==> config.mk <==
export PLATFORM = sky130hd
export DESIGN_NAME = seven_seg_scan_n_flat
export DESIGN_NICKNAME = d
export VERILOG_FILES = /design/src/rtl/seven_seg_scan_n_if.sv /design/src/rtl/seven_seg_scan_n.sv /design/src/flat_wrapper.sv
export SDC_FILE = /design/constraint.sdc
export NUM_CORES = 1
export LEC_CHECK = 0
export ABC_CLOCK_PERIOD_IN_PS = 7900
export BUFFER_PORTS_ARGS = -buffer_cell sky130_fd_sc_hd__buf_4
export CAP_MARGIN = 20
export CORE_ASPECT_RATIO = 0.7
export CORE_MARGIN = 2
export CORE_UTILIZATION = 41
export CTS_CLUSTER_SIZE = 40
export DETAILED_ROUTE_END_ITERATION = 10
export HOLD_SLACK_MARGIN = 0.08
export PLACE_DENSITY_LB_ADDON = 0.3
export SYNTH_ARGS = -nofsm -noshare
export SYNTH_HDL_FRONTEND = slang
export SYNTH_SLANG_ARGS = --single-unit
==> constraint.sdc <==
create_clock -name clk -period 7.9 [get_ports clk]
set_input_delay 0.79 -clock clk [delete_from_list [all_inputs] [get_ports clk]]
set_output_delay 0.79 -clock clk [all_outputs]
set_load 0.02 [all_outputs]
==> src/rtl/seven_seg_scan_n_if.sv <==
// Pin bundle for the N-digit seven-segment scanner. There is no handshake:
// the application drives the value inputs level-style, and the scanner samples them once per frame.
interface seven_seg_scan_n_if #(
    parameter int NUM_DIGITS = 2
);
    localparam int IDX_W = (NUM_DIGITS > 1) ? $clog2(NUM_DIGITS) : 1;

    logic [4*NUM_DIGITS-1:0] digits;
    logic [NUM_DIGITS-1:0]   dp;
    logic [NUM_DIGITS-1:0]   blank;
    logic [3:0]              bright;

    logic [NUM_DIGITS-1:0]   dig_en_n;
    logic [6:0]              seg_n;
    logic                    dp_n;
    logic [IDX_W-1:0]        digit_idx;
    logic                    frame_tick;

    modport master (
        output digits, dp, blank, bright,
        input  dig_en_n, seg_n, dp_n, digit_idx, frame_tick
    );

    modport slave (
        input  digits, dp, blank, bright,
        output dig_en_n, seg_n, dp_n, digit_idx, frame_tick
    );
endinterface

==> src/rtl/seven_seg_scan_n.sv <==
// Time-multiplexed common-anode seven-segment scanner with frame-shadowed inputs,
// PWM brightness and a dead-time at the start of each digit dwell.
module seven_seg_scan_n #(
    parameter int NUM_DIGITS   = 2,
    parameter int DIV_BITS     = 16,
    parameter int BLANK_CYCLES = 64
) (
    input  logic              clk,
    input  logic              reset,
    seven_seg_scan_n_if.slave bus
);
    localparam int                  IDX_W    = (NUM_DIGITS > 1) ? $clog2(NUM_DIGITS) : 1;
    localparam logic [DIV_BITS-1:0] BLANK_C  = DIV_BITS'(BLANK_CYCLES);
    localparam logic [IDX_W-1:0]    LAST_IDX = IDX_W'(NUM_DIGITS - 1);

    logic [DIV_BITS-1:0]     cnt;
    logic [IDX_W-1:0]        idx;
    logic [4*NUM_DIGITS-1:0] sh_digits;
    logic [NUM_DIGITS-1:0]   sh_dp;
    logic [NUM_DIGITS-1:0]   sh_blank;
    logic [3:0]              sh_bright;

    logic                    load;
    logic [4*NUM_DIGITS-1:0] eff_digits;
    logic [NUM_DIGITS-1:0]   eff_dp;
    logic [NUM_DIGITS-1:0]   eff_blank;
    logic [3:0]              eff_bright;
    logic [3:0]              nib;
    logic                    lit;
    logic [NUM_DIGITS-1:0]   sel_n;
    logic [6:0]              seg_dec;

    assign load = (cnt == '0) && (idx == '0);

    always_ff @(posedge clk) begin
        if (reset) begin
            cnt <= '0;
            idx <= '0;
        end else begin
            cnt <= cnt + DIV_BITS'(1);
            if (cnt == '1) begin
                idx <= (idx == LAST_IDX) ? '0 : idx + IDX_W'(1);
            end
        end
    end

    always_ff @(posedge clk) begin
        if (reset) begin
            sh_digits <= '0;
            sh_dp     <= '0;
            sh_blank  <= '1;
            sh_bright <= '0;
        end else if (load) begin
            sh_digits <= bus.digits;
            sh_dp     <= bus.dp;
            sh_blank  <= bus.blank;
            sh_bright <= bus.bright;
        end
    end

    // In the load cycle the freshly captured inputs already govern the pins.
    always_comb begin
        eff_digits = load ? bus.digits : sh_digits;
        eff_dp     = load ? bus.dp     : sh_dp;
        eff_blank  = load ? bus.blank  : sh_blank;
        eff_bright = load ? bus.bright : sh_bright;
        nib        = eff_digits[{idx, 2'b00} +: 4];
        lit        = (cnt >= BLANK_C) &&
                     (cnt[DIV_BITS-1 -: 4] <= eff_bright) &&
                     !eff_blank[idx];
        sel_n      = '1;
        if (lit) begin
            sel_n[idx] = 1'b0;
        end
    end

    always_comb begin
        seg_dec = 7'b1111111;
        case (nib)
            4'h0: seg_dec = 7'b1000000;
            4'h1: seg_dec = 7'b1111001;
            4'h2: seg_dec = 7'b0100100;
            4'h3: seg_dec = 7'b0110000;
            4'h4: seg_dec = 7'b0011001;
            4'h5: seg_dec = 7'b0010010;
            4'h6: seg_dec = 7'b0000010;
            4'h7: seg_dec = 7'b1111000;
            4'h8: seg_dec = 7'b0000000;
            4'h9: seg_dec = 7'b0010000;
            4'hA: seg_dec = 7'b0001000;
            4'hB: seg_dec = 7'b0000011;
            4'hC: seg_dec = 7'b1000110;
            4'hD: seg_dec = 7'b0100001;
            4'hE: seg_dec = 7'b0000110;
            4'hF: seg_dec = 7'b0001110;
            default: seg_dec = 7'b1111111;
        endcase
    end

    always_ff @(posedge clk) begin
        if (reset) begin
            bus.dig_en_n   <= '1;
            bus.seg_n      <= '1;
            bus.dp_n       <= 1'b1;
            bus.digit_idx  <= '0;
            bus.frame_tick <= 1'b0;
        end else begin
            bus.dig_en_n   <= sel_n;
            bus.seg_n      <= lit ? seg_dec : 7'b1111111;
            bus.dp_n       <= lit ? ~eff_dp[idx] : 1'b1;
            bus.digit_idx  <= idx;
            bus.frame_tick <= load;
        end
    end
endmodule

==> src/flat_wrapper.sv <==
// flat-port wrapper written by rule: the top's interface ports become plain ports
module seven_seg_scan_n_flat 
#(
    parameter int NUM_DIGITS   = 2,
    parameter int DIV_BITS     = 16,
    parameter int BLANK_CYCLES = 64
)
  (clk, reset, bus_digits, bus_dp, bus_blank, bus_bright, bus_dig_en_n, bus_seg_n, bus_dp_n, bus_digit_idx, bus_frame_tick);
  seven_seg_scan_n_if #(.NUM_DIGITS(NUM_DIGITS)) bus_i ();
  input  logic clk;
  input  logic reset;
  input wire logic [$bits(bus_i.digits)-1:0] bus_digits;
  input wire logic [$bits(bus_i.dp)-1:0] bus_dp;
  input wire logic [$bits(bus_i.blank)-1:0] bus_blank;
  input wire logic [$bits(bus_i.bright)-1:0] bus_bright;
  output wire logic [$bits(bus_i.dig_en_n)-1:0] bus_dig_en_n;
  output wire logic [$bits(bus_i.seg_n)-1:0] bus_seg_n;
  output wire logic [$bits(bus_i.dp_n)-1:0] bus_dp_n;
  output wire logic [$bits(bus_i.digit_idx)-1:0] bus_digit_idx;
  output wire logic [$bits(bus_i.frame_tick)-1:0] bus_frame_tick;
  assign bus_i.digits = bus_digits;
  assign bus_i.dp = bus_dp;
  assign bus_i.blank = bus_blank;
  assign bus_i.bright = bus_bright;
  assign bus_dig_en_n = bus_i.dig_en_n;
  assign bus_seg_n = bus_i.seg_n;
  assign bus_dp_n = bus_i.dp_n;
  assign bus_digit_idx = bus_i.digit_idx;
  assign bus_frame_tick = bus_i.frame_tick;
  seven_seg_scan_n #(.NUM_DIGITS(NUM_DIGITS), .DIV_BITS(DIV_BITS), .BLANK_CYCLES(BLANK_CYCLES)) u_core (.clk(clk), .reset(reset), .bus(bus_i));
endmodule
# Word level (Yosys, flattened, before mapping)
# Memories as Yosys holds them, arrays and structs flattened. A register that Yosys moved wholly into a read port is not among the register bits.
# Cells that the tools add are included.
[op_classes]
addsub = 2
order_cmp = 4
n_eq_ne = 1
n_shift = 1
mux = 11
bitwise = 4
reduce_logical = 7
[op_table]
columns = ["operator", "n"]
rows = [
  ["$add A16 B1 Y16 const B", 1],
  ["$eq A16 B16 Y1 const B", 1],
  ["$ge A16 B7 Y1 const B", 1],
  ["$logic_not A16 Y1", 1],
  ["$mux W8", 1],
  ["$shiftx A8 B4 Y4", 1],
  ["$mux W1", 6],
  ["$le A4 B4 Y1", 1],
  ["$logic_and A1 B1 Y1", 4],
  ["$mux W2", 2],
  ["$mux W4", 1],
  ["$not A1 Y1", 3],
  ["$lt A1 B2 Y1 const B", 1],
  ["$not A2 Y2", 1],
  ["$reduce_or A2 Y1", 1],
  ["$add A1 B1 Y1 const B", 1],
  ["$demux W1 S1", 1],
  ["$ge A1 B1 Y1 const B", 1],
  ["$logic_not A1 Y1", 1],
]
[word_totals]
reg_bits = 38
mem_bits_ro = 112
inputBits = 18
output_inout_bits = 12
word_cells = 41
n_memories = 1
[mem_list]
columns = ["name", "depth", "word_bits", "rd", "rd_ports_with_merged_regs", "write_ports", "line_no", "source"]
rows = [
  ["(no name shown)", 16, 7, 1, 1, 0, "seven_seg_scan_n.sv:79", "case (nib)"],
]

# Logic depth before layout (Yosys ltp)
# Gate-level depths: netlist of run 1.
[depth]
word_depth = 9
mapped_depth = 16
depth_no_buf = 13

# Worst setup path before layout of run 1
# No wires, ideal clock.
[synth_timing]
kind = "register to register"
from = "register u_core.cnt[0]"
to = "register u_core.bus.seg_n[2]"
t_arrival_ns = 3.457
required_ns = 7.747
setup_slack_ns = 4.290
path_stages_with_launch = 15
synth_period_minus_slack_ns = 3.610
path_cell_list = "dfxtp_1 -> inv_1 -> ha_1 -> or4b_4 -> nor4_2 -> clkbuf_1 -> mux2i_1 -> ha_1 -> nor2b_1 -> o21a_1 -> o21a_1 -> o21ai_0 -> o211a_1 -> clkbuf_1 -> o311ai_0"
[synth_between]
elab_chain_cells = 9
word_cells_on_any_way = 15
[synth_rtl]
columns = ["item", "line_no", "source"]
rows = [
  ["from (decl)", "seven_seg_scan_n.sv:16", "logic [DIV_BITS-1:0] cnt;"],
  ["from (signal assigned)", "seven_seg_scan_n.sv:40", "cnt <= cnt + DIV_BITS'(1);"],
  ["parallel branches: the longest is 9 deep, another holds $le A4 B4 Y1", "--", ""],
  ["to (decl)", "seven_seg_scan_n_if.sv:26", "output dig_en_n, seg_n, dp_n, digit_idx, frame_tick"],
]
# Several ways; the timed one is not identified. The select of a mux whose other input is x is not followed.
# A chain may end at the register's enable or synchronous reset.

# Worst setup path after layout of run 1
[layout_timing]
from = "register u_core.cnt[0]"
to = "register u_core.bus.seg_n[4]"
# The elaborated chain is that of the path after synthesis.

==> results of run 1 <==
cell usage in the layout (no fill, tap or decap), types with 3 or more instances in the layout:
| cell | count |
|---|---|
| xor2_1 | 7 |
| nor2b_1 | 3 |
| mux2i_1 | 11 |
| ha_1 | 12 |
| buf_4 | 30 |
| o21ai_0 | 4 |
| nand2_1 | 34 |
| nand4_1 | 5 |
| dfxtp_1 | 45 |
| or4_1 | 3 |
| clkbuf_8 | 7 |
| inv_1 | 9 |
| xnor2_1 | 7 |
| nor2_1 | 28 |
| a21oi_1 | 10 |
| nand3_1 | 8 |
| o221ai_1 | 3 |
report_power, final:
part           internal (W)  leakage [nW]  switching (W)
sequential         0.000237         0.367     0.00000452
combinational     0.0000381         0.617      0.0000499
clock             0.0000790        0.0542      0.0000763
sequential cells by signal, indices dropped and copies added, names as in the netlist:
| register | flops |
|---|---|
| u_core.bus.seg_n | 7 |
| u_core.bus.digit_idx | 1 |
| u_core.idx | 1 |
| u_core.cnt | 16 |
| u_core.sh_dp | 2 |
| u_core.bus.dig_en_n | 2 |
| u_core.bus.frame_tick | 1 |
| u_core.bus.dp_n | 1 |
| u_core.sh_bright | 4 |
| u_core.sh_digits | 8 |
| u_core.sh_blank | 2 |
final cells by class:
class | count | area [um2] | area share
tap | 69 | 86.3 | 0.0352
sequential | 45 | 901 | 0.367
timing repair buffer | 30 | 225 | 0.0917
inverter | 10 | 37.5 | 0.0153
multi-input combinational | 164 | 1100 | 0.450
clock buffer | 7 | 96.3 | 0.0392
clock inverter | 1 | 5.00 | 0.00204
logic make-up after synthesis:
group	after synthesis	share of synthesized area
muxes	13	0.0652
DFF	45	0.431
buffers and inverters	19	0.0413
adders and majority gates	12	0.0718
xor gates and xnor gates	14	0.0586
AOI/OAI and AO/OA	30	0.109
and+or+nand+nor	95	0.224
path summary, 6_finish.rpt:
check                           depth (start not counted)                  end                 from
worst max-delay path                                   11  u_core.bus.seg_n[4]        u_core.cnt[0]
worst min-delay path                                    2  u_core.sh_digits[4]  u_core.sh_digits[4]
worst max register to register                         11  u_core.bus.seg_n[4]        u_core.cnt[0]
worst min register to register                          2  u_core.sh_digits[4]  u_core.sh_digits[4]
metal layers:
layer / wire, um / track usage / vias to the layer above
met1: 2250 / 0.245 / 704
met5: 0 / 0 / -
li1: - / - / 837
met2: 1570 / 0.203 / 43
met4: 82 / 0.0728 / 0
met3: 236 / 0.0401 / 7
worst max-delay path: stages, from the launching register on:
cell      delay, ns
dfxtp_1        0.33
inv_1          0.06
ha_1           0.12
or4b_4         0.47
or4_1          0.85
mux2i_1        0.31
ha_1           0.28
o21a_1         0.11
o21a_1         0.15
o21ai_0        0.16
o211a_1        0.40
o221ai_1       0.22
metrics by stage:
step / hold slack, ns / instance area [um2]
floorplan: 0.425 / 2090
global placement: 0.438 / 2350
detailed placement: 0.446 / 2350
CTS: 0.458 / 2460
global route: 0.481 / 2460
finish: 0.452 / 2460
==> impl_metrics.py, run 1 <==
metrics = {
    "layout": {
        "diodes": 0,
        "final_util": 0.508,
        "nets": 286,
        "area_delta_synth_final_pct": 17.4,
        "drive_gt1_frac": 0.183,
        "instances_no_fill": 326,
        "nFillCells": 482,
    },
    "synth": {
        "synth_ff_type": "dfxtp_1",
        "synth.area.top_cells": "dfxtp_1, ha_1, nand2_1",
        "synth_seq_area_share": 0.431,
        "synth_cells": 228,
        "avgSynthCellArea_um2": 9.18,
        "yosysTopAreaCellShare": 0.431,
        "synthArstFlopShare": 0,
        "synth_common_cells": "dfxtp_1, nand2_1, nor2_1, ha_1, mux2i_1",
        "synth-warning-count": 0,
        "ys_types": 40,
        "synthesis.area_um2": 2090,
        "synth_most_common_cell": "dfxtp_1",
        "synth_edf_count": 0,
        "syn_nets": 258,
        "yosys.area.top_type": "dfxtp_1",
        "ys_ff_latch": 45,
    },
    "global_routing": {
        "grt_max_degree": 37,
        "first_global_vias": 1475,
        "grt_pass1_wl_mm": 6.87,
        "track_usage": 0.159,
        "antenna_found_initial": 0,
        "overflow": 0,
    },
    "setup_path": {
        "crit_fanout": 17,
        "cp-start-kind": "flip-flop",
        "crit_type": "flip-flop to flip-flop",
        "endpoint_kind": "flip-flop",
        "critPathArrivalTime_ns": 3.79,
        "critical_path_required_ns": 8.05,
        "ff2ff_setup_slack_ns": 4.26,
    },
    "clocking": {
        "clk_pin_slew_ns": 0.08,
        "cts_resized": 0,
        "clockBufferDepth": 2,
        "cts_root_buffer": "clkbuf_8",
        "cts_buffers": 5,
        "cts.hold.buffers_added": 0,
        "cts.sinks": 45,
        "cts_setup_buffers": 0,
        "cts_max_level": 2,
        "clk_latency_ns": 0.30,
        "cts_tree": "built",
    },
    "routing": {
        "wirelength_mm": 4.13,
        "first_pass_iters": 4,
        "vias": 1591,
        "drc": 0,
        "first_iter_violations": 153,
        "ant_nets": 0,
        "wl_per_cell_um": 12.7,
        "viasPerCell": 4.88,
    },
    "timing": {
        "fmax_ghz": 0.274,
        "fin_skew_ns": 0.00361,
        "rsz0062_at_grt": "false",
        "finalCritPeriodShare": 0.461,
        "finalHoldViolCount": 0,
        "fin_tns_setup_ns": 0,
        "finalWorstSetupSlack_ns": 4.26,
        "worst_pin_slew_ns": 0.700,
        "maxSlewViolCount": 0,
        "slew_headroom": 0.520,
        "setup_viol": 0,
        "fin_crit_ns": 3.64,
    },
    "run_status": {
        "status": "finished, final reports clean",
    },
    "power_and_ir_drop": {
        "p_leak_nw": 1.04,
        "post-layout-total-power_w": 0.000485,
        "power_density_nw_per_um2": 197,
        "ir_drop_mv": 0.109,
    },
    "hold_path": {
        "holdCritPathClass": "flip-flop to flip-flop",
    },
    "placement": {
        "dp_cells": 318,
        "gp_congestion": 0.831,
        "portBuffers": 29,
        "dp_slack_ns": 4.29,
        "hpwl_mm": 2.96,
    },
    "floorplan": {
        "die_height_um": 63.8,
        "die_area_um2": 5700,
        "core-area_um2": 4830,
        "initial_core_util": 0.433,
        "placementRows": 21,
        "ios": 30,
        "die_w_um": 89.4,
    },
    "run": {
        "cap_violations": 0,
    },
}
Note: power is estimated with default switching activity, not from simulation.
==> run 2, diff against run 1 <==
- ABC_AREA: default -> 1
- ABC_CLOCK_PERIOD_IN_PS: 7900 -> 3300
- clock period: 7.9 -> 3.3 ns (I/O delays scaled with it)
==> impl_metrics.py, run 2 <==
metrics = {
    "run_status": {
        "status": "finished, final reports clean",
    },
    "timing": {
        "rsz0062_at_grt": "false",
        "fmax_ghz": 0.397,
        "finalCritPeriodShare": 0.763,
        "fin_tns_setup_ns": 0,
        "finalHoldViolCount": 0,
        "slew_headroom": 0.732,
        "maxSlewViolCount": 0,
        "fin_skew_ns": 0.0146,
        "setup_viol": 0,
        "fin_crit_ns": 2.52,
        "worst_pin_slew_ns": 0.401,
    },
    "routing": {
        "wirelength_mm": 4.91,
        "first_pass_iters": 4,
        "wl_met2_mm": 1.96,
        "viasPerCell": 4.77,
        "wl_per_cell_um": 11.9,
        "route.met3.wl_um": 261,
        "vias": 1973,
        "ant_nets": 0,
        "first_iter_violations": 147,
        "drc": 0,
        "top_layer": "met3",
        "met1_length_mm": 2.68,
    },
    "setup_path": {
        "endpoint_kind": "flip-flop",
        "crit_fanout": 15,
        "worstReg2RegStart": "u_core.cnt[0]",
        "crit_type": "flip-flop to flip-flop",
        "worstReg2RegEnd": "u_core.bus.seg_n[4]",
        "reg2reg_depth": 17,
        "critPathArrivalTime_ns": 2.72,
        "ff2ff_setup_slack_ns": 0.78,
        "crit_chain": "inv_1 > ha_1 > inv_1 > nor2_1 > nand2_2 > nor2_8 > nand2_4 > mux2i_1 > ha_1 > inv_1 > nor2_1 > o21bai_1 > a22oi_1 > nor2_1 > nand3_4 > clkinv_4 > nand3_1",
        "cp-start-kind": "flip-flop",
        "cp_slowest_cell": "dfxtp_1",
        "critPathMaxStageDelay_ns": 0.33,
        "critical_path_required_ns": 3.50,
    },
    "synth": {
        "synthesis.area_um2": 2290,
        "ys_ff_latch": 45,
        "yosysTopAreaCellShare": 0.393,
        "avgSynthCellArea_um2": 7.36,
        "synth_compound_area_frac": 0.0770,
        "synth-adder-area-share": 0.0656,
        "synthArstFlopShare": 0,
        "yosys.area.top_type": "dfxtp_1",
        "ys_types": 36,
        "synth_top_family_by_area": "simple AND/OR/NAND/NOR gates",
        "synthXorXnorAreaFrac": 0.00383,
        "synth-warning-count": 0,
        "synth.area.top_cells": "dfxtp_1, nand2_1, nand3_1",
        "synth-simple-area-share": 0.369,
        "synth_cells": 311,
        "synthMuxAreaShare": 0.0175,
        "synth_ff_type": "dfxtp_1",
        "synth_common_cells": "nand2_1, dfxtp_1, nor2_1, nand3_1, inv_1",
        "synth_most_common_cell": "nand2_1",
        "synth_edf_count": 0,
        "synth_seq_area_share": 0.393,
        "syn_nets": 341,
    },
    "clocking": {
        "clk_latency_ns": 0.31,
        "cts_max_level": 2,
        "cts.hold.buffers_added": 0,
        "cts_resized": 0,
        "cts.sinks": 45,
        "cts_setup_buffers": 0,
        "cts_buffers": 5,
        "cts_root_buffer": "clkbuf_8",
        "clk_pin_slew_ns": 0.10,
        "cts_tree": "built",
        "clockBufferDepth": 2,
    },
    "power_and_ir_drop": {
        "power_frac_clock": 0.305,
        "internal-power_w": 0.000808,
        "switchingPower_w": 0.000365,
        "seqPwrFrac": 0.491,
        "power_density_nw_per_um2": 441,
        "ir_drop_mv": 0.282,
        "comb_power_share": 0.204,
        "swShare": 0.311,
        "p_leak_nw": 1.20,
    },
    "placement": {
        "place_area_um2": 2570,
        "portBuffers": 29,
        "hpwl_mm": 3.71,
        "gp_congestion": 0.880,
    },
    "global_routing": {
        "antenna_found_initial": 0,
        "overflow": 0,
        "first_global_vias": 1852,
        "track_usage": 0.173,
        "grt_max_degree": 27,
        "grt_pass1_wl_mm": 8.46,
    },
    "layout": {
        "multi_input_comb_area_um2": 1220,
        "postLayoutCellArea_um2": 2660,
        "seq_area_um2": 901,
        "largest_reg_flops": 16,
        "area_delta_synth_final_pct": 16.2,
        "nFillCells": 540,
        "nets": 371,
        "drive_gt1_frac": 0.178,
        "diodes": 0,
        "final_common_cell": "nand2_1",
        "top_regs": "u_core.cnt: 16 flops, u_core.sh_digits: 8 flops, u_core.bus.seg_n: 7 flops",
        "top_register": "u_core.cnt",
        "layout.cells.most_common_list": "nand2_1, nor2_1, dfxtp_1, nand3_1",
    },
    "hold_path": {
        "min_path_cells": 3,
        "min_to": "u_core.sh_blank[1]",
        "holdCritPathClass": "primary input to flip-flop",
        "min_from": "bus_blank[1]",
    },
    "floorplan": {
        "placementRows": 22,
        "die_height_um": 66.5,
        "die_w_um": 93.3,
        "core-area_um2": 5310,
        "initial_core_util": 0.431,
        "ios": 30,
        "die_area_um2": 6210,
    },
    "run": {
        "cap_violations": 0,
    },
}
run 2: cell count changes after synthesis, moves of 7 or more:
cell / change
a21oi_1: +7
inv_1: +21
mux2i_1: -7
nand2_1: +34
nand2_2: +11
nand3_1: +27
nor2_1: +17
xnor2_1: -7
run 2: worst max path at each step:
stage | from | endpoint | slack, ns | cells after the start
floorplan | u_core.cnt[0] | u_core.bus.seg_n[1] | 0.94 | 18
global placement | u_core.cnt[0] | u_core.bus.seg_n[1] | 0.87 | 17
detailed placement | u_core.cnt[0] | u_core.bus.seg_n[1] | 0.76 | 17
CTS | u_core.cnt[0] | u_core.bus.seg_n[1] | 0.76 | 17
global route | u_core.cnt[0] | u_core.bus.seg_n[1] | 0.55 | 17
finish | u_core.cnt[0] | u_core.bus.seg_n[4] | 0.78 | 17
run 2: kinds of logic (layout without fill, tap and decap cells):
kind of cell	count (synthesis)	in the layout
AOI/OAI and AO/OA	31	31
xor gates and xnor gates	1	1
DFF	45	45
and+or+nand+nor	178	178
buffers and inverters	40	71
muxes	4	4
adders and majority gates	12	12
run 2: per-layer routing:
layer	GRT usage	vias to the layer above
met5	0	-
met4	0.0441	0
met3	0.0328	0
met2	0.253	49
met1	0.260	860
li1	-	1064
run 2: layout make-up:
cell class | count | share of cell area
Inverter | 33 | 0.0484
Tap cell | 72 | 0.0339
Timing Repair Buffer | 30 | 0.0847
Clock inverter | 3 | 0.00941
Clock buffer | 5 | 0.0259
Sequential cell | 45 | 0.339
Multi-Input combinational cell | 226 | 0.459
run 2: worst max-delay path: cells and delay by family, from the launching register on:
kind	cells	cell delay, ns
AOI/OAI and AO/OA	2	0.18
adders and majority gates	2	0.41
buffers and inverters	4	0.28
muxes	1	0.23
and+or+nand+nor	8	1.00
DFF	1	0.33
run 2: per-stage QoR:
step | instances | hold slack, ns | util | power, W | worst slack [ns]
2_1_floorplan | 311 | 0.417 | - | 0.000773 | 0.939
4_1_cts | 414 | 0.241 | 0.501 | 0.00119 | 0.758
6_report | 414 | 0.247 | 0.501 | 0.00117 | 0.783
5_1_grt | 414 | 0.250 | 0.501 | 0.00124 | 0.547
3_3_place_gp | 406 | 0.432 | 0.483 | 0.000822 | 0.867
3_5_place_dp | 406 | 0.459 | 0.483 | 0.000827 | 0.762
run 2: power groups by stage:
stage               sequential, W  clock [W]  combinational [W]
floorplan                0.000589          0           0.000183
detailed placement       0.000590          0           0.000237
global route             0.000579   0.000389           0.000277
finish                   0.000576   0.000357           0.000239
CTS                      0.000577   0.000371           0.000238
global placement         0.000589          0           0.000233
